--- config.mk ---
export PLATFORM = sky130hd
export DESIGN_NAME = fetch_unit
export DESIGN_NICKNAME = d
export VERILOG_FILES = /design/src/rtl/proc_pkg.sv /design/src/rtl/fetch_fifo.sv /design/src/rtl/fetch_unit.sv
export SDC_FILE = /design/constraint.sdc
export NUM_CORES = 1
export LEC_CHECK = 0
export CORE_UTILIZATION = 50
export DETAILED_ROUTE_END_ITERATION = 10
export GPL_ROUTABILITY_DRIVEN = 1
export GPL_TIMING_DRIVEN = 1
export PLACE_DENSITY = 0.85
export SKIP_LAST_GASP = 1
export SLEW_MARGIN = 25
export SYNTH_ARGS = -nofsm -noshare
export SYNTH_HDL_FRONTEND = slang
export SYNTH_HIERARCHICAL = 1
export SYNTH_SLANG_ARGS = --single-unit
--- constraint.sdc ---
create_clock -name clk_i -period 5.6 [get_ports clk_i]
set_input_delay 1.12 -clock clk_i [delete_from_list [all_inputs] [get_ports clk_i]]
set_output_delay 1.12 -clock clk_i [all_outputs]
set_load 0.005 [all_outputs]
--- src/rtl/proc_pkg.sv ---
// Shared processor types and constants.
// The fetch stage reads NOP_INST, INST_W and the fetch buffer entry type from here.
package proc_pkg;

  localparam int INST_W = 32;
  localparam int XLEN   = 32;

  // ADDI x0, x0, 0
  localparam logic [INST_W-1:0] NOP_INST = 32'h0000_0013;

  typedef struct packed {
    logic [INST_W-1:0] inst;
    logic [XLEN-1:0]   pc;
  } fetch_entry_t;

  function automatic logic [XLEN-1:0] word_align(input logic [XLEN-1:0] addr);
    return {addr[XLEN-1:2], 2'b00};
  endfunction

endpackage

--- src/rtl/fetch_fifo.sv ---
// Synchronous instruction buffer holding {inst, pc} entries; clear beats push and pop.
// DEPTH must be a power of two so the pointers wrap naturally.
module fetch_fifo
  import proc_pkg::*;
#(
  parameter  int DEPTH = 2,
  localparam int CW    = $clog2(DEPTH + 1)
) (
  input  logic         clk_i,
  input  logic         rst_n_i,
  input  logic         push_i,
  input  logic         pop_i,
  input  logic         clear_i,
  input  fetch_entry_t data_i,
  output logic [CW-1:0] count_o,
  output logic         empty_o,
  output fetch_entry_t head_o
);

  localparam int PW = $clog2(DEPTH);

  fetch_entry_t  mem_q [DEPTH];
  logic [PW-1:0] rd_ptr_q;
  logic [PW-1:0] wr_ptr_q;
  logic [CW-1:0] count_q;
  logic          do_push;
  logic          do_pop;

  assign do_push = push_i && !clear_i;
  assign do_pop  = pop_i && !clear_i && (count_q != '0);

  always_ff @(posedge clk_i) begin
    if (do_push) begin
      mem_q[wr_ptr_q] <= data_i;
    end
  end

  always_ff @(posedge clk_i or negedge rst_n_i) begin
    if (!rst_n_i) begin
      rd_ptr_q <= '0;
      wr_ptr_q <= '0;
      count_q  <= '0;
    end else if (clear_i) begin
      rd_ptr_q <= '0;
      wr_ptr_q <= '0;
      count_q  <= '0;
    end else begin
      if (do_push) begin
        wr_ptr_q <= wr_ptr_q + PW'(1);
      end
      if (do_pop) begin
        rd_ptr_q <= rd_ptr_q + PW'(1);
      end
      unique case ({do_push, do_pop})
        2'b10:   count_q <= count_q + CW'(1);
        2'b01:   count_q <= count_q - CW'(1);
        default: count_q <= count_q;
      endcase
    end
  end

  assign count_o = count_q;
  assign empty_o = (count_q == '0);
  assign head_o  = mem_q[rd_ptr_q];

endmodule

--- src/rtl/fetch_unit.sv ---
// Instruction fetch stage: PC, in-order imem request/grant/response, buffered decode register.
// Optional FETCH_BYPASS_EN lets a response skip the empty FIFO straight into decode.
module fetch_unit
  import proc_pkg::*;
#(
  parameter logic [XLEN-1:0] RESET_PC   = 32'h0000_0000,
  parameter int              FIFO_DEPTH = 2
) (
  input  logic              clk_i,
  input  logic              rst_n_i,
  input  logic              incr_pc_i,
  input  logic              redirect_i,
  input  logic [XLEN-1:0]   redirect_pc_i,
  output logic              imem_req_o,
  output logic [XLEN-1:0]   imem_addr_o,
  input  logic              imem_gnt_i,
  input  logic              imem_rvalid_i,
  input  logic [INST_W-1:0] imem_rdata_i,
  output logic [INST_W-1:0] d_inst_o,
  output logic [XLEN-1:0]   d_pc_o,
  output logic              d_valid_o
);

  localparam int CW = $clog2(FIFO_DEPTH + 1);

  logic [XLEN-1:0]   fetch_pc_q, fetch_pc_d;
  logic [XLEN-1:0]   rsp_pc_q, rsp_pc_d;
  logic [CW-1:0]     outstanding_q, outstanding_d;
  logic [CW-1:0]     drop_q, drop_d;
  logic [INST_W-1:0] d_inst_q, d_inst_d;
  logic [XLEN-1:0]   d_pc_q, d_pc_d;
  logic              d_valid_q, d_valid_d;

  logic [CW-1:0]     fifo_count;
  logic              fifo_empty;
  fetch_entry_t      fifo_head;
  fetch_entry_t      fifo_in;
  logic [CW:0]       inflight;
  logic              grant;
  logic              rsp_drop;
  logic              rsp_take;
  logic              bypass;
  logic              fifo_push;
  logic              fifo_pop;

  // Only issue when every in-flight response is guaranteed a buffer slot.
  assign inflight   = {1'b0, fifo_count} + {1'b0, outstanding_q};
  assign imem_req_o = rst_n_i && !redirect_i && (inflight < (CW + 1)'(FIFO_DEPTH));
  assign imem_addr_o = fetch_pc_q;
  assign grant      = imem_req_o && imem_gnt_i;

  assign rsp_drop = imem_rvalid_i && (drop_q != '0);
  assign rsp_take = imem_rvalid_i && (drop_q == '0) && !redirect_i;

`ifdef FETCH_BYPASS_EN
  assign bypass = rsp_take && fifo_empty && incr_pc_i;
`else
  assign bypass = 1'b0;
`endif

  assign fifo_push = rsp_take && !bypass;
  assign fifo_pop  = incr_pc_i && !fifo_empty && !redirect_i;
  assign fifo_in   = '{inst: imem_rdata_i, pc: rsp_pc_q};

  fetch_fifo #(
    .DEPTH (FIFO_DEPTH)
  ) u_fifo (
    .clk_i   (clk_i),
    .rst_n_i (rst_n_i),
    .push_i  (fifo_push),
    .pop_i   (fifo_pop),
    .clear_i (redirect_i),
    .data_i  (fifo_in),
    .count_o (fifo_count),
    .empty_o (fifo_empty),
    .head_o  (fifo_head)
  );

  // rsp_pc tracks the address of the oldest response that will actually be kept.
  always_comb begin
    fetch_pc_d    = fetch_pc_q;
    rsp_pc_d      = rsp_pc_q;
    outstanding_d = outstanding_q + CW'(grant) - CW'(imem_rvalid_i);
    drop_d        = drop_q;
    if (redirect_i) begin
      fetch_pc_d = word_align(redirect_pc_i);
      rsp_pc_d   = word_align(redirect_pc_i);
      drop_d     = outstanding_q - CW'(imem_rvalid_i);
    end else begin
      if (grant) begin
        fetch_pc_d = fetch_pc_q + 32'd4;
      end
      if (rsp_take) begin
        rsp_pc_d = rsp_pc_q + 32'd4;
      end
      if (rsp_drop) begin
        drop_d = drop_q - CW'(1);
      end
    end
  end

  always_comb begin
    d_inst_d  = d_inst_q;
    d_pc_d    = d_pc_q;
    d_valid_d = d_valid_q;
    if (redirect_i) begin
      d_inst_d  = NOP_INST;
      d_valid_d = 1'b0;
    end else if (incr_pc_i) begin
      if (bypass) begin
        d_inst_d  = imem_rdata_i;
        d_pc_d    = rsp_pc_q;
        d_valid_d = 1'b1;
      end else if (!fifo_empty) begin
        d_inst_d  = fifo_head.inst;
        d_pc_d    = fifo_head.pc;
        d_valid_d = 1'b1;
      end else begin
        d_inst_d  = NOP_INST;
        d_valid_d = 1'b0;
      end
    end
  end

  always_ff @(posedge clk_i or negedge rst_n_i) begin
    if (!rst_n_i) begin
      fetch_pc_q    <= RESET_PC;
      rsp_pc_q      <= RESET_PC;
      outstanding_q <= '0;
      drop_q        <= '0;
      d_inst_q      <= NOP_INST;
      d_pc_q        <= '0;
      d_valid_q     <= 1'b0;
    end else begin
      fetch_pc_q    <= fetch_pc_d;
      rsp_pc_q      <= rsp_pc_d;
      outstanding_q <= outstanding_d;
      drop_q        <= drop_d;
      d_inst_q      <= d_inst_d;
      d_pc_q        <= d_pc_d;
      d_valid_q     <= d_valid_d;
    end
  end

  assign d_inst_o  = d_inst_q;
  assign d_pc_o    = d_pc_q;
  assign d_valid_o = d_valid_q;

endmodule
==> results.sh <==
export IMPL_drv_cap=0
export IMPL_yosys_warnings=6
export IMPL_cp_arrival_ns=2.60
export IMPL_first_iter_violations=423
export IMPL_yosysMostFrequentCell="nand2_1"
export IMPL_die_h_um=151.3
export IMPL_synth_top_cells_by_count="nand2_1, dfrtp_1, edfxtp_1, mux2_4, o21ai_0"
export IMPL_cpPeakStageDelay_ns=0.58
export IMPL_drt_wl_total_um=24520
export IMPL_synth_top_flop_cell="dfrtp_1"
export IMPL_reg2reg_from="u_fifo/count_o[0]"
export IMPL_r2r_end="outstanding_q[1]"
export IMPL_rr_worst_depth=10
export IMPL_hold_viol=0
export IMPL_finalInstanceArea_um2=13920
export IMPL_syn_inst=826
export IMPL_yosys_area_top_type_share=0.3449
export IMPL_vias_per_cell=5.658
export IMPL_die_w_um=151.3
export IMPL_p_leak_nw=5.487
export IMPL_post_dp_cell_area_um2=13050
export IMPL_crit_family="simple AND/OR/NAND/NOR gates"
export IMPL_whs_path_depth=2
export IMPL_power_per_cell_area_nw_per_um2=358.5
export IMPL_grt_ovfl_total=0
export IMPL_cts_resized=0
export IMPL_cts_tree="done"
export IMPL_worstPathBufferInverterCount=1
export IMPL_track_usage=0.2180
export IMPL_pin_count=168
export IMPL_cp_cell_sequence="and2_1, fa_1, nor4b_4, clkdlybuf4s50_1"
export IMPL_final_setup_tns_ns=0
export IMPL_hpwlAfterDp_um=16040
export IMPL_cts_buffer_depth=3
export IMPL_instances_no_fill=1297
export IMPL_multi_input_area_um2=3736
export IMPL_regToRegSetupSlack_ns=2.08
export IMPL_setup_viol_count_final=0
export IMPL_worstHoldStart="d_pc_o[27]"
export IMPL_tightestPinTransition_ns=0.9062
export IMPL_io_buffers=163
export IMPL_holdCritPathClass="flop to flop"
export IMPL_finalPower_mw=4.992
export IMPL_cts_sinks=261
export IMPL_grt_max_degree=69
export IMPL_clkSlewWorstSetupHoldPaths_ns=0.06
export IMPL_synthArstFlopShare=0.5096
export IMPL_coreArea_um2=21820
export IMPL_synth_area_top_cells="edfxtp_1, dfrtp_1, mux2_4, nand2_1, mux2_2"
export IMPL_final_setup_skew_ns=0.009152
export IMPL_hold_buffers=0
export IMPL_required_ns=4.48
export IMPL_slew_violations=0
export IMPL_cts_max_level=1
export IMPL_drt_pre_antenna_iters=5
export IMPL_vias=7338
export IMPL_grt_pass1_wl_um=38360
export IMPL_period_needed_ns=3.719
export IMPL_crit_type="flop to output pin"
export IMPL_status="finished clean"
export IMPL_cts_root_buf="clkbuf_16"
export IMPL_grt_pass1_vias=7172
export IMPL_yosysSeqAreaShare=0.6438
export IMPL_synth_seq_cells=261
export IMPL_cpMaxStageDelayCell="clkdlybuf4s50_1"
export IMPL_gp_congestion=0.9333
export IMPL_nets=1073
export IMPL_end_kind="output pin"
export IMPL_path_max_fanout=6
export IMPL_start_kind="flop"
export IMPL_avgRoutedWirePerCell_um=18.91
export IMPL_drc=0
export IMPL_initial_core_util=0.5107
export IMPL_drive_above_1_share=0.1485
export IMPL_cts_buffers=28
export IMPL_fin_crit_sh=0.6641
export IMPL_avgSynthCellArea_um2=13.49
export IMPL_ir_drop_mv=0.1802
export IMPL_die_area_um2=22890
export IMPL_post_cts_buffers=0
export IMPL_synthDistinctLibCells=61
export IMPL_syn_cell_area_um2=11150
export IMPL_fmax_ghz=0.2689
export IMPL_clkLatencyLatePin_ns=0.53
export IMPL_whs_endpoint="d_pc_o[27]"
export IMPL_slew_headroom=0.3959
export IMPL_yosysTopAreaCell="edfxtp_1"
export IMPL_rows=54
export IMPL_area_growth_syn_to_layout_pct=24.93
export IMPL_dp_cells=1246
export IMPL_antenna_left=0
export IMPL_n_fill_cell=1593
export IMPL_grt_antenna_before_repair=0
export IMPL_diodes=0
export IMPL_synth_edf_count=128
export IMPL_final_seq_area_um2=7179
export IMPL_rsz0062_at_grt="false"
-- sequential cells by signal (all words and copies together), names as in the netlist --
signal and flops:
u_fifo/count_o 2, rsp_pc_q 30, outstanding_q 2, d_inst_o 32, u_fifo/mem_q 128, drop_q 2, d_valid_o 1, u_fifo/wr_ptr_q 1
d_pc_o 32, imem_addr_o 30, u_fifo/rd_ptr_q 1
-- layout make-up --
type	instances	share of cell area
clock buffer	37	0.05346
clock inverter	14	0.009435
inverter	16	0.004493
multi-input combinational	517	0.2683
sequential	261	0.5156
tap	280	0.02516
timing repair buffer	172	0.1236
-- power breakdown --
group	switching (mW)	total (mW)	leakage [nW]	internal [mW]
sequential	0.175	2.42	2.83	2.25
clock	0.720	1.75	0.431	1.03
combinational	0.354	0.822	2.22	0.469
total	1.25	4.99	5.49	3.74
-- per-layer routing --
layer	routed length (um)	global-route usage
met3	2071	0.04307
met1	10300	0.2993
met4	621	0.07150
met5	0	0
met2	11530	0.3479
-- layout by cell type, fill, tap and decap left out, types with 15 or more instances in the layout --
master and count:
nand2_1 146, dfrtp_1 129, mux2_2 23, xor2_1 15, nand4_1 16, mux2_4 50
clkbuf_16 28, clkdlybuf4s50_1 161, edfxtp_1 128, o21ai_0 32, nand3_1 29, nor2_1 21
a22o_1 29, xnor2_1 27
-- worst reg2reg max path, stage by stage (launching register included) --
cell	delay (ns)
dfrtp_1	0.43
and2_1	0.19
fa_1	0.48
nor4b_4	0.39
and2_1	0.54
inv_1	0.47
ha_1	0.42
inv_1	0.04
ha_1	0.18
xnor2_1	0.18
xnor2_1	0.14
-- worst max path at each step --
stage / startpoint / endpoint / slack [ns] / depth (start not counted)
5_1_grt: u_fifo/count_o[0] / imem_req_o / 1.85 / 4
3_5_place_dp: imem_rvalid_i / u_fifo/mem_q[0][42] / 1.78 / 6
4_1_cts: u_fifo/count_o[0] / imem_req_o / 1.88 / 4
3_3_place_gp: imem_rvalid_i / u_fifo/mem_q[0][41] / 1.89 / 6
6_report: u_fifo/count_o[0] / imem_req_o / 1.88 / 4
2_1_floorplan: redirect_i / u_fifo/mem_q[0][0] / 0.52 / 5
-- through the flow --
stage	hold slack, ns	util	setup WS (ns)
2_1_floorplan	0.4509	-	0.5205
3_3_place_gp	0.4595	0.5978	1.889
3_5_place_dp	0.4620	0.5979	1.780
4_1_cts	0.4764	0.6381	1.884
5_1_grt	0.4915	0.6381	1.845
6_report	0.4709	0.6381	1.881
-- cell families (layout without fill, tap and decap cells) --
logic type / count (synthesis) / in the layout / synth area share
DFF: 261 / 261 / 0.6438
xor gates and xnor gates: 42 / 42 / 0.03300
AOI/OAI and AO/OA: 108 / 108 / 0.06792
adders and majority gates: 7 / 7 / 0.008532
and+or+nand+nor: 278 / 278 / 0.1289
other: 1 / 6 / 0.0003365
muxes: 76 / 76 / 0.09329
buffers and inverters: 53 / 239 / 0.02425
No activity file was read; power rests on OpenSTA's default activity.
